--- src/rtl/uart_trans_if.sv ---
// uart_trans_if: serial-side signals of the UART transmitter (enable switch in, TX line out)
interface uart_trans_if;
  logic SW1;
  logic UART_RXD_OUT;
  modport master (output SW1, input UART_RXD_OUT);
  modport slave (input SW1, output UART_RXD_OUT);
endinterface

--- src/rtl/uart_trans.sv ---
// uart_trans: repeats a fixed 8N1 LSB-first message on the UART TX pin while SW1 is on
module uart_trans #(
  parameter int CLKS_PER_BIT = 10417,
  parameter int MSG_LEN = 14
) (
  input logic CLK100MHZ,
  input logic SW0,
  uart_trans_if.slave u
);
  localparam int BW = (CLKS_PER_BIT > 1) ? $clog2(CLKS_PER_BIT) : 1;
  localparam int IW = (MSG_LEN > 1) ? $clog2(MSG_LEN) : 1;
  localparam logic [111:0] MSG = {8'h0A, 8'h0D, 8'h21, 8'h64, 8'h6C, 8'h72, 8'h6F,
                                  8'h57, 8'h20, 8'h6F, 8'h6C, 8'h6C, 8'h65, 8'h48};
  localparam logic [1:0] IDLE = 2'd0, START = 2'd1, DATA = 2'd2, STOP = 2'd3;
  logic [1:0] r_sync;
  logic [1:0] r_state;
  logic [BW-1:0] r_cnt;
  logic [2:0] r_bit;
  logic [IW-1:0] r_idx;
  logic [7:0] r_shift;
  logic r_tx;
  logic w_sw;
  logic w_term;
  logic [IW-1:0] w_idx_nxt;
  logic [7:0] w_cur;
  logic [7:0] w_nxt;
  always_comb begin
    w_sw = r_sync[1];
    w_term = r_cnt == BW'(CLKS_PER_BIT - 1);
    w_idx_nxt = (r_idx == IW'(MSG_LEN - 1)) ? '0 : r_idx + 1'b1;
    w_cur = MSG[{r_idx, 3'b000} +: 8];
    w_nxt = MSG[{w_idx_nxt, 3'b000} +: 8];
  end
  assign u.UART_RXD_OUT = r_tx;
  // r_tx is loaded with the level of the state being entered, so the line is glitch-free
  always_ff @(posedge CLK100MHZ) begin
    if (SW0) begin
      r_sync <= '0;
      r_state <= IDLE;
      r_cnt <= '0;
      r_bit <= '0;
      r_idx <= '0;
      r_shift <= '0;
      r_tx <= 1'b1;
    end else begin
      r_sync <= {r_sync[0], u.SW1};
      r_cnt <= (r_state == IDLE || w_term) ? '0 : r_cnt + 1'b1;
      case (r_state)
        IDLE: begin
          r_tx <= !w_sw;
          if (w_sw) begin
            r_shift <= w_cur;
            r_state <= START;
          end
        end
        START: if (w_term) begin
          r_state <= DATA;
          r_bit <= '0;
          r_tx <= r_shift[0];
        end
        DATA: if (w_term) begin
          r_shift <= r_shift >> 1;
          r_bit <= r_bit + 1'b1;
          r_state <= (r_bit == 3'd7) ? STOP : DATA;
          r_tx <= (r_bit == 3'd7) ? 1'b1 : r_shift[1];
        end
        default: if (w_term) begin
          r_idx <= w_idx_nxt;
          r_state <= w_sw ? START : IDLE;
          r_tx <= !w_sw;
          if (w_sw) r_shift <= w_nxt;
        end
      endcase
    end
  end
endmodule

--- src/flat_wrapper.sv ---
// flat-port wrapper written by rule: the top's interface ports become plain ports
module uart_trans_flat 
#(
  parameter int CLKS_PER_BIT = 10417,
  parameter int MSG_LEN = 14
)
  (CLK100MHZ, SW0, u_SW1, u_UART_RXD_OUT);
  uart_trans_if u_i ();
  input logic CLK100MHZ;
  input logic SW0;
  input wire logic [$bits(u_i.SW1)-1:0] u_SW1;
  output wire logic [$bits(u_i.UART_RXD_OUT)-1:0] u_UART_RXD_OUT;
  assign u_i.SW1 = u_SW1;
  assign u_UART_RXD_OUT = u_i.UART_RXD_OUT;
  uart_trans #(.CLKS_PER_BIT(CLKS_PER_BIT), .MSG_LEN(MSG_LEN)) u_core (.CLK100MHZ(CLK100MHZ), .SW0(SW0), .u(u_i));
endmodule
--- config.mk ---
export PLATFORM = sky130hd
export DESIGN_NAME = uart_trans_flat
export DESIGN_NICKNAME = d
export VERILOG_FILES = /design/src/rtl/uart_trans_if.sv /design/src/rtl/uart_trans.sv /design/src/flat_wrapper.sv
export SDC_FILE = /design/constraint.sdc
export NUM_CORES = 1
export LEC_CHECK = 0
export CELL_PAD_IN_SITES_DETAIL_PLACEMENT = 1
export CELL_PAD_IN_SITES_GLOBAL_PLACEMENT = 2
export CORE_ASPECT_RATIO = 1.1
export CORE_MARGIN = 2
export CORE_UTILIZATION = 34
export CTS_CLUSTER_DIAMETER = 150
export DETAILED_ROUTE_END_ITERATION = 7
export PLACE_DENSITY_LB_ADDON = 0.1
export SETUP_SLACK_MARGIN = 0.1
export SLEW_MARGIN = 25
export SYNTH_ARGS = -nofsm -noshare
export SYNTH_HDL_FRONTEND = slang
export SYNTH_SLANG_ARGS = --single-unit
--- constraint.sdc ---
create_clock -name CLK100MHZ -period 2.55 [get_ports CLK100MHZ]
set_clock_uncertainty 0.15 [all_clocks]
set_input_delay 0.6375 -clock CLK100MHZ [delete_from_list [all_inputs] [get_ports CLK100MHZ]]
set_output_delay 0.6375 -clock CLK100MHZ [all_outputs]
set_load 0.02 [all_outputs]
# --- After elaboration in Yosys (flattened, before gate mapping) ---
# Cells that the tools add are included.
word_totals:
  register_bits: 34
  out_inout_bits: 1
  elab_cells: 56
classes:
  add_sub_neg: 3
  n_eq_ne: 8
  shifts: 2
  mux: 21
  n_bitwise: 2
  reduce_logical: 13
op_table:
  columns: ["op", "n"]
  rows:
  - ["$shiftx 112x8->8 const A", 2]
  - ["$mux 8", 4]
  - ["$pmux 8 s3", 1]
  - ["$add 14x1->14 const B", 1]
  - ["$eq 14x14->1 const B", 1]
  - ["$mux 2", 4]
  - ["$mux 1", 6]
  - ["$mux 3", 2]
  - ["$ne 2x1->1 const B", 3]
  - ["$pmux 2 s3", 1]
  - ["$pmux 3 s2", 1]
  - ["$reduce_and 3->1", 2]
  - ["$reduce_bool 2->1", 3]
  - ["$reduce_and 5->1", 1]
  - ["$add 4x1->4 const B", 1]
  - ["$eq 4x4->1 const B", 1]
  - ["$mux 4", 1]
  - ["$reduce_and 4->1", 1]
  - ["$add 3x1->3 const B", 1]
  - ["$eq 3x3->1 const B", 1]
  - ["$pmux 1 s3", 1]
  - ["$reduce_or 3->1", 1]
  - ["$eq 2x1->1 const B", 1]
  - ["$eq 2x2->1 const B", 1]
  - ["6 further kinds", 7]

# --- Longest topological paths before layout ---
# Gate-level depths: netlist of run 1.
depth:
  ltp_word: 6
  mapped_depth: 13

# --- Least setup slack after synthesis of run 1 ---
# No wires, ideal clock.
synth_path:
  kind: "register -> register"
  startpoint: "register u_core.r_state[0]"
  endpoint: "register u_core.r_shift[0]"
  arrival_time_ps: 2236
  required_ps: 2283
  slack_ps: 46
  stages_incl_launch_ff: 13
  path_buffers: 1
  synth_period_minus_slack_ps: 2504
  path_cell_list: "dfxtp_1 -> inv_1 -> ha_1 -> clkbuf_1 -> nand2b_1 -> nand2_1 -> and2_1 -> ha_1 -> nor2_1 -> a21o_1 -> a31oi_1 -> o221ai_1 -> a32o_1"
synth_between:
  elab_chain_cells: 3
  elab_cells_between_ends: 10
synth_rtl:
  columns: ["item", "line", "rtl"]
  rows:
  - ["from (decl)", "uart_trans.sv:16", "logic [1:0] r_state;"]
  - ["from (signal assigned)", "uart_trans.sv:64", "r_state <= (r_bit == 3'd7) ? STOP : DATA;"]
  - ["from (signal assigned)", "uart_trans.sv:69", "r_state <= w_sw ? START : IDLE;"]
  - ["$eq 2x2->1, or another cell as far along", "uart_trans.sv:48", "case (r_state)"]
  - ["$ne 2x1->1 (no source line), or another cell as far along", null, null]
  - ["$reduce_and 5->1 (no source line)", null, null]
  - ["to (signal assigned)", "uart_trans.sv:52", "r_shift <= w_cur;"]
  - ["to (signal assigned)", "uart_trans.sv:62", "r_shift <= r_shift >> 1;"]
  - ["to (signal assigned)", "uart_trans.sv:71", "if (w_sw) r_shift <= w_nxt;"]
  - ["to (decl)", "uart_trans.sv:20", "logic [7:0] r_shift;"]
# Several ways; a longest one is shown, not always the timed one.
# A chain may end at the register's enable or synchronous reset.

# --- Worst setup path in the final report of run 1 ---
layout_path:
  startpoint: "register u_core.r_state[1]"
  endpoint: "register u_core.r_shift[3]"
# Same word-level chain as after synthesis.

==> results of run 1 <==
metrics by stage:
stage / hold slack (ns) / util (%)
after floorplan: 0.264 / -
after global placement: 0.266 / 38.1
after detailed placement: 0.279 / 38.1
after CTS: 0.304 / 39.9
after global routing: 0.313 / 41.9
final: 0.294 / 41.9
worst max-delay path: cells and delay by family, from the launching register on:
family	cells	cell delay [ns]
DFF	1	0.36
buffers and inverters	4	0.42
AOI/OAI and AO/OA	4	0.63
xor gates and xnor gates	1	0.21
adders and majority gates	2	0.43
cell type report:
| class | count | share of cell area (%) |
|---|---|---|
| multi-input cells | 183 | 55.3 |
| flip-flops and latches | 33 | 27.7 |
| repair buffers | 18 | 6.46 |
| clock buffers | 7 | 4.01 |
| well taps | 77 | 4.01 |
| inverters | 15 | 2.34 |
| clock inverters | 1 | 0.208 |
how the worst max path moves through the flow:
stage | from | endpoint | slack (ns) | cells after the start
floorplan | u_core.r_state[0] | u_core.r_shift[0] | 0.11 | 12
global placement | u_core.r_state[1] | u_core.r_shift[3] | 0.09 | 10
detailed placement | u_core.r_state[1] | u_core.r_shift[0] | 0.06 | 11
CTS | u_core.r_state[1] | u_core.r_shift[3] | 0.12 | 10
global route | u_core.r_state[1] | u_core.r_shift[0] | 0.1 | 12
finish | u_core.r_state[1] | u_core.r_shift[3] | 0.25 | 11
placed cells by master, fill, tap and decap left out, types with 7 or more instances in the layout:
master	n
nand2_1	21
o21ai_0	7
nor2_1	30
nand2b_1	9
dfxtp_1	31
ha_1	10
buf_4	14
nand3_1	7
xnor2_1	8
mux2i_1	7
inv_1	13
a21oi_1	12
clkbuf_8	7
cells by family after synthesis:
kind of cell	synth area share, %
flops	32.9
compound gates	15.7
simple gates	26.1
mux	4.05
buf+inv	5.43
xor+xnor	6.55
fa+ha+maj	9.23
registers in the layout, summed over array words and instances, names as in the netlist:
name / count
u_core.r_cnt: 14
u_core.r_shift: 7
u_core.r_idx: 4
u_core.r_bit: 3
u_core.r_state: 2
u_core.r_sync: 2
u_core.u.UART_RXD_OUT: 1
what timing repair did:
| item | 4_1_cts | 5_1_grt |
|---|---|---|
| setup buffers | 0 | 2 |
| gates resized for setup | 2 | 15 |
| hold buffers | 0 | 0 |
| pin swaps | 0 | 4 |
| endpoints found under the setup margin | 5 | 8 |
routing by layer:
layer	GRT usage, %	vias up	part of all wire [%]
met1	19.1	835	46
li1	-	862	-
met4	5.36	0	1.9
met2	28.3	9	51
met5	0	-	0
met3	3.55	7	1.5
power groups by stage:
stage | Clock (mW) | Sequential [mW] | Combinational [mW]
3_3_place_gp | 0 | 0.578 | 0.461
5_1_grt | 0.474 | 0.574 | 0.624
3_5_place_dp | 0 | 0.579 | 0.463
2_1_floorplan | 0 | 0.583 | 0.332
6_report | 0.435 | 0.570 | 0.549
4_1_cts | 0.457 | 0.568 | 0.468
==> impl_metrics.py, run 1 <==
metrics = {
    "status": {
        "status": "completed",
    },
    "power": {
        "p_int_mw": 1.05,
        "comb_power_share_pct": 35.3,
        "ir_worst_vdd_mv": 0.314,
        "switching_power_mw": 0.502,
        "power_frac_seq_pct": 36.7,
        "powerDensity_nw_per_um2": 647,
        "p_leak_nw": 0.873,
        "switching_share_pct": 32.3,
        "p_clk_share_pct": 28.0,
        "power.total_mw": 1.55,
    },
    "global_route": {
        "grt_max_degree": 25,
        "grt_overflow": 0,
        "grt_pass1_wl_mm": 8.32,
        "grt_pass1_vias": 1741,
        "antenna_found_initial": 0,
        "grt.total_usage_pct": 16.0,
    },
    "synth": {
        "ys_types": 47,
        "synth.yosys.warnings": 0,
        "synth_seq_area_share_pct": 32.9,
        "synthCells": 244,
        "synth-edff-count": 0,
        "synth_flop_cell": "dfxtp_1",
        "ys_ff_latch": 33,
        "synth.top_cell.area_share_pct": 32.9,
        "ys_async_sr_fraction_pct": 0,
        "yosysMostFrequentCell": "dfxtp_1",
        "synth_largest_area_cell": "dfxtp_1",
        "mappedNetlistArea_um2": 2010,
        "syn_nets": 261,
        "ys_top_cells_by_count": "dfxtp_1 (33), nor2_1 (30), nand2_1 (21)",
        "synth.area.top_cells": "dfxtp_1 (33%), ha_1 (8.7%), nor2_1 (5.6%), nand2_1 (3.9%), mux2i_1 (3.5%)",
        "syn_avg_cell_area_um2": 8.22,
    },
    "place": {
        "routabilityCongestion": 0.809,
        "numPortBuffers": 3,
        "pre_cts_slack_ns": 0.0603,
        "hpwlAfterDp_mm": 3.60,
        "dpl-instance-area_um2": 2180,
        "placed_cells": 324,
    },
    "floorplanning": {
        "core_um2": 5730,
        "die_w_um": 77.2,
        "boundaryPins": 4,
        "die_y_um": 84.6,
        "initial_core_util_pct": 35.0,
        "dieArea_um2": 6530,
        "rows": 29,
    },
    "critical_path": {
        "path_class": "reg -> reg",
        "r2r_start": "u_core.r_state[1]",
        "reg2reg_slack_ns": 0.25,
        "reg2reg_depth": 11,
        "end_kind": "flip-flop",
        "critPathSlowestCell": "dfxtp_4",
        "arrival_ns": 2.32,
        "timing.critical_path.cells": "inv_2 > ha_4 > buf_12 > xor2_4 > inv_1 > ha_1 > inv_1 > o21ai_0 > a31oi_1 > o21ai_1 > a32o_1",
        "cp_common_cell": "inv_1",
        "crit_required_ns": 2.57,
        "r2r_end": "u_core.r_shift[3]",
        "cp_slowest_stage_delay_ns": 0.36,
        "cp-start-kind": "flip-flop",
        "worstPathMaxFanout": 5,
    },
    "detailed_routing": {
        "drt_iter0_drc": 41,
        "num_vias": 1713,
        "totalWireLength_mm": 4.82,
        "wl_per_cell_um": 14.4,
        "routed_via_density": 5.13,
        "postRouteAntennaNets": 0,
        "drc": 0,
        "dr.pass1.iters": 3,
    },
    "sta": {
        "tightestPinTransition_ns": 0.436,
        "hold_viol": 0,
        "tns_ns": 0,
        "rsz0062_at_grt": "false",
        "layout_min_cycle_time_ns": 2.30,
        "relSlewSlack_pct": 70.7,
        "fin_ws_ns": 0.247,
        "slew_violations": 0,
        "setup_violations": 0,
        "fin_crit_sh_pct": 90.3,
        "fmax_mhz": 434,
    },
    "cells_and_area": {
        "syn2layout_area_growth_pct": 19.8,
        "fillers": 737,
        "finalInstanceArea_um2": 2400,
        "diodes": 0,
        "seq_area_um2": 666,
        "fin_nets": 273,
        "multiInputGateArea_um2": 1330,
        "drive_above_1_share_pct": 18.3,
        "stdcell_count": 334,
    },
    "job": {
        "drv_cap": 0,
    },
    "min_path": {
        "hold_class": "reg -> reg",
        "worstHoldEndpoint": "u_core.r_sync[1]",
        "hp-start": "u_core.r_sync[0]",
        "hold_depth": 1,
    },
    "clock_tree": {
        "cts_buffers": 5,
        "cts_tree": "yes",
        "cts.sinks": 33,
        "cts_htree_levels": 2,
        "cts.clk_slew.worst_paths_ns": 0.07,
        "root_buffer": "clkbuf_8",
        "clk_latency_ns": 0.28,
        "cts.path.max_buffers": 2,
    },
}
Power figures use the tool's default switching activity.
==> inputs of run 2 (changes only) <==
--- a/config.mk
+++ b/config.mk
@@ -8,7 +8,6 @@
 export CELL_PAD_IN_SITES_DETAIL_PLACEMENT = 1
 export CELL_PAD_IN_SITES_GLOBAL_PLACEMENT = 2
 export CORE_ASPECT_RATIO = 1.1
-export CORE_MARGIN = 2
 export CORE_UTILIZATION = 34
 export CTS_CLUSTER_DIAMETER = 150
 export DETAILED_ROUTE_END_ITERATION = 7
==> run 2 against run 1 <==
Sequential share of layout area up 0.72 points. Clock power down 13%. Routed wire length down 1.7%. Combinational power shrank 3.8%. Hold slack got worse by 0.0023 ns. Core utilization grew 0.16 points. Sequential cell count stayed put.
==> impl_metrics.py, run 2 (same netlist as run 1, synthesis figures left out) <==
metrics = {
    "status": {
        "status": "completed",
    },
    "clock_tree": {
        "cts_buffers": 5,
        "cts.path.max_buffers": 2,
        "cts.clk_slew.worst_paths_ns": 0.07,
        "cts_tree": "yes",
        "cts.sinks": 33,
        "root_buffer": "clkbuf_8",
        "clk_latency_ns": 0.29,
        "cts_htree_levels": 2,
    },
    "power": {
        "p_leak_nw": 0.843,
        "powerDensity_nw_per_um2": 634,
        "ir_worst_vdd_mv": 0.302,
        "power.total_mw": 1.48,
    },
    "sta": {
        "rsz0062_at_grt": "true",
        "tns_ns": 0,
        "setup_violations": 0,
        "fmax_mhz": 426,
        "tightestPinTransition_ns": 0.419,
        "slew_violations": 0,
        "hold_viol": 0,
        "relSlewSlack_pct": 71.9,
        "fin_crit_sh_pct": 92.2,
        "layout_min_cycle_time_ns": 2.35,
    },
    "cells_and_area": {
        "diodes": 0,
        "stdcell_count": 330,
        "syn2layout_area_growth_pct": 16.1,
        "layout_common_cells": "dfxtp_1 (32), nor2_1 (30), nand2_1 (21), inv_1 (15), buf_4 (13)",
        "largest-register": "u_core.r_cnt",
        "largest_register_ffs": 14,
        "final_common_cell": "dfxtp_1",
        "reg_top3": "u_core.r_cnt: 14 flops, u_core.r_shift: 7 flops, u_core.r_idx: 4 flops",
        "final_core_util_pct": 42.1,
        "drive_above_1_share_pct": 16.1,
        "fin_nets": 271,
    },
    "floorplanning": {
        "rows": 28,
        "initial_core_util_pct": 36.2,
        "die_y_um": 82.6,
        "dieArea_um2": 6210,
        "die_w_um": 75.2,
        "core_um2": 5540,
        "boundaryPins": 4,
    },
    "critical_path": {
        "cp-start-kind": "flip-flop",
        "crit_required_ns": 2.63,
        "end_kind": "flip-flop",
        "arrival_ns": 2.43,
        "path_class": "reg -> reg",
        "worstPathMaxFanout": 5,
    },
    "place": {
        "hpwlAfterDp_mm": 3.62,
        "placed_cells": 322,
        "numPortBuffers": 3,
        "routabilityCongestion": 0.761,
    },
    "detailed_routing": {
        "num_vias": 1675,
        "wl_per_cell_um": 14.4,
        "totalWireLength_mm": 4.74,
        "drt_iter0_drc": 59,
        "drc": 0,
        "postRouteAntennaNets": 0,
        "routed_via_density": 5.08,
        "dr.pass1.iters": 4,
    },
    "global_route": {
        "grt_max_degree": 25,
        "grt_pass1_wl_mm": 7.72,
        "grt_pass1_vias": 1668,
        "grt_overflow": 0,
        "antenna_found_initial": 0,
        "grt.total_usage_pct": 16.7,
    },
    "job": {
        "drv_cap": 0,
    },
    "min_path": {
        "hold_class": "reg -> reg",
    },
}
-- run 2: changes by cell type in the layout (fill, tap and decap cells not counted), moves of 2 or more --
cell | before | now
inv_1 | 13 | 15
o221ai_1 | 2 | 0
clkbuf_8 | 7 | 5
o221ai_2 | 0 | 2
inv_2 | 2 | 0
-- run 2: stage by stage --
stage / area (µm²) / worst slack, ns / hold slack, ns
2_1_floorplan: 2010 / 0.114 / 0.264
3_5_place_dp: 2180 / 0.0759 / 0.279
4_1_cts: 2270 / 0.125 / 0.298
3_3_place_gp: 2180 / 0.118 / 0.271
6_report: 2330 / 0.200 / 0.291
5_1_grt: 2330 / 0.0768 / 0.312
-- run 2: repair_timing --
| action | CTS | global route |
|---|---|---|
| hold buffers | 0 | 0 |
| pin swaps | 0 | 2 |
| gates resized for setup | 2 | 10 |
| endpoints found under the setup margin | 3 | 5 |
| hold endpoints to repair | 0 | 0 |
| setup buffers | 0 | 0 |
-- run 2: area by class of cell --
cell class              count  area [µm²]
fillers                   696        3210
multi-input cells         183        1310
repair buffers             16         128
flip-flops and latches     33         662
inverters                  15        56.3
well taps                  75        93.8
clock inverters             2        10.0
clock buffers               6        72.6
-- run 2: layer usage --
layer,vias to the layer above,part of all wire [%],GRT usage [%]
met1,805,45,18.9
met2,7,52,30.8
met3,6,1.4,3.28
li1,857,-,-
met4,0,1.4,6.11
met5,-,0,0
-- run 2: critical path: stages (launching register included) --
cell and delay, ns:
dfxtp_2 0.36, inv_1 0.09, ha_4 0.19, nand2b_1 0.16, nand2_1 0.11, and2_4 0.19, ha_1 0.25, inv_1 0.07
o21ai_0 0.27, nand2_1 0.12, o221ai_2 0.17, a32o_1 0.17
-- run 2: path summary, 6_finish.rpt --
check                    start                end  slack (ns)  cells after the start
min           u_core.r_sync[0]   u_core.r_sync[1]        0.29                      1
max reg2reg  u_core.r_state[1]  u_core.r_shift[0]        0.20                     11
min reg2reg   u_core.r_sync[0]   u_core.r_sync[1]        0.29                      1
max          u_core.r_state[1]  u_core.r_shift[0]        0.20                     11
-- run 2: report_power, final --
| group | total (mW) | switching [mW] | internal (mW) |
|---|---|---|---|
| registers | 0.569 | 0.0212 | 0.548 |
| clock network | 0.380 | 0.191 | 0.189 |
| logic | 0.528 | 0.285 | 0.243 |
| total | 1.48 | 0.497 | 0.980 |
==> inputs of run 3 (changes only) <==
--- a/config.mk
+++ b/config.mk
@@ -7,11 +7,10 @@
 export LEC_CHECK = 0
 export CELL_PAD_IN_SITES_DETAIL_PLACEMENT = 1
 export CELL_PAD_IN_SITES_GLOBAL_PLACEMENT = 2
-export CORE_ASPECT_RATIO = 1.1
-export CORE_UTILIZATION = 34
+export CORE_UTILIZATION = 38
 export CTS_CLUSTER_DIAMETER = 150
 export DETAILED_ROUTE_END_ITERATION = 7
-export PLACE_DENSITY_LB_ADDON = 0.1
+export PLACE_DENSITY_LB_ADDON = 0.08
 export SETUP_SLACK_MARGIN = 0.1
 export SLEW_MARGIN = 25
 export SYNTH_ARGS = -nofsm -noshare
==> constraint.sdc (replaced) <==
create_clock -name CLK100MHZ -period 2.3 [get_ports CLK100MHZ]
set_clock_uncertainty 0.15 [all_clocks]
set_input_delay 0.575 -clock CLK100MHZ [delete_from_list [all_inputs] [get_ports CLK100MHZ]]
set_output_delay 0.575 -clock CLK100MHZ [all_outputs]
set_load 0.02 [all_outputs]
==> run 3 against run 2 <==
Via count up 7.8%. Sequential cell count unchanged. Core utilization up 7.2 points. Combinational power up 34%. Clock power up 11%. Sequential power up 11%. Count of clock-buffer cells in the layout unchanged. Register-to-register slack worse by 0.097 ns. Maximum frequency up 7.0%. First-iteration DRC count up 44%. Critical endpoint is now u_core.r_bit[0]. Largest cell class unchanged.
==> impl_metrics.py, run 3 (same netlist as run 1, synthesis figures left out) <==
metrics = {
    "status": {
        "status": "completed",
    },
    "clock_tree": {
        "cts_htree_levels": 2,
        "root_buffer": "clkbuf_8",
        "cts_hold_buf": 0,
        "cts_buffers": 5,
        "clk_latency_ns": 0.28,
        "cts.sinks": 33,
        "cts.path.max_buffers": 2,
        "cts_tree": "yes",
        "cts.clk_slew.worst_paths_ns": 0.07,
    },
    "critical_path": {
        "r2r_start": "u_core.r_cnt[9]",
        "cp-start-kind": "flip-flop",
        "timing.critical_path.buf_inv": 1,
        "worstPathMaxFanout": 3,
        "path_class": "reg -> reg",
        "end_kind": "flip-flop",
        "arrival_ns": 2.27,
        "critPathSlowestCell": "or4_4",
        "crit_required_ns": 2.37,
        "cp_slowest_stage_delay_ns": 0.52,
        "cpLargestDelayFamily": "simple AND/OR/NAND/NOR gates",
        "timing.critical_path.cells": "or4_4 > nor4_4 > buf_4 > o21ai_4 > or3_4 > a21oi_2",
        "cp-startpoint": "u_core.r_cnt[9]",
    },
    "sta": {
        "fmax_mhz": 455,
        "hold_viol": 0,
        "setup_violations": 0,
        "rsz0062_at_grt": "true",
        "tightestPinTransition_ns": 0.472,
        "fin_crit_sh_pct": 95.5,
        "tns_ns": 0,
        "fin_ws_ns": 0.103,
        "layout_min_cycle_time_ns": 2.20,
        "slew_violations": 0,
        "relSlewSlack_pct": 68.3,
    },
    "power": {
        "p_leak_nw": 0.925,
        "power.total_mw": 1.76,
        "ir_worst_vdd_mv": 0.373,
        "powerDensity_nw_per_um2": 700,
    },
    "detailed_routing": {
        "routed_via_density": 5.34,
        "drc": 0,
        "num_vias": 1806,
        "drt_iter0_drc": 85,
        "totalWireLength_mm": 5.35,
        "dr.pass1.iters": 4,
        "postRouteAntennaNets": 0,
        "wl_per_cell_um": 15.8,
    },
    "global_route": {
        "grt_max_degree": 25,
        "grt_pass1_wl_mm": 8.57,
        "met3_usage_pct": 3.88,
        "grt.total_usage_pct": 20.7,
        "grt_pass1_vias": 1819,
        "antenna_found_initial": 0,
        "use_met2_pct": 35.8,
        "grt_overflow": 0,
        "busiest_layer": "met2",
        "use_met1_pct": 25.3,
    },
    "cells_and_area": {
        "layout_common_cells": "nor2_1 (29), dfxtp_1 (29), buf_4 (25), nand2_1 (20), inv_1 (12)",
        "drive_above_1_share_pct": 27.2,
        "diodes": 0,
        "fin_nets": 284,
        "syn2layout_area_growth_pct": 25.5,
        "seq_area_um2": 668,
        "reg_top3": "u_core.r_cnt: 14 flops, u_core.r_shift: 7 flops, u_core.r_idx: 4 flops",
        "largest-register": "u_core.r_cnt",
        "fillers": 621,
        "multiInputGateArea_um2": 1390,
        "largest_register_ffs": 14,
        "stdcell_count": 338,
    },
    "floorplanning": {
        "die_y_um": 74.7,
        "boundaryPins": 4,
        "initial_core_util_pct": 39.3,
        "rows": 26,
        "dieArea_um2": 5570,
        "core_um2": 5110,
        "die_w_um": 74.7,
    },
    "job": {
        "drv_cap": 0,
    },
    "place": {
        "pre_cts_slack_ns": -0.0309,
        "hpwlAfterDp_mm": 3.91,
        "numPortBuffers": 3,
        "routabilityCongestion": 0.885,
        "placed_cells": 317,
    },
    "min_path": {
        "hp-start": "u_core.r_sync[0]",
        "hold_class": "reg -> reg",
    },
}
## run 3: area by class of cell
type                    count  area share [%]
multi-input cells         183            55.3
repair buffers             29            9.10
flip-flops and latches     33            26.6
clock inverters             2           0.398
well taps                  70            3.48
inverters                  15            2.24
clock buffers               6            2.88
## run 3: power by group
group          total (mW)  internal [mW]  switching [mW]
clock network       0.422          0.210           0.212
registers           0.631          0.607          0.0240
logic               0.708          0.336           0.372
total                1.76           1.15           0.608
## run 3: what timing repair did
| item | CTS | global route |
|---|---|---|
| setup endpoints to repair | 10 | 22 |
| pin swaps | 10 | 8 |
| gates resized for setup | 8 | 15 |
| buffers inserted | 9 | 4 |
| endpoints found under the hold margin | 0 | 0 |
## run 3: worst paths after layout
check | to | slack [ns] | cells past startpoint
max reg2reg | u_core.r_bit[0] | 0.10 | 6
max | u_core.r_bit[0] | 0.10 | 6
min | u_core.r_sync[1] | 0.30 | 1
min reg2reg | u_core.r_sync[1] | 0.30 | 1
## run 3: stage by stage
| step | instance area [µm²] | hold slack, ns | util (%) |
|---|---|---|---|
| floorplan | 2100 | 0.264 | - |
| global placement | 2250 | 0.267 | 44.1 |
| detailed placement | 2250 | 0.286 | 44.1 |
| CTS | 2420 | 0.303 | 47.3 |
| global route | 2520 | 0.319 | 49.3 |
| finish | 2520 | 0.298 | 49.3 |
## run 3: routing by layer
layer	wire [µm]	part of all wire (%)	vias to the layer above
li1	-	-	882
met1	2390	45	897
met4	103	1.9	0
met2	2750	51	19
met3	108	2.0	8
met5	0	0	-
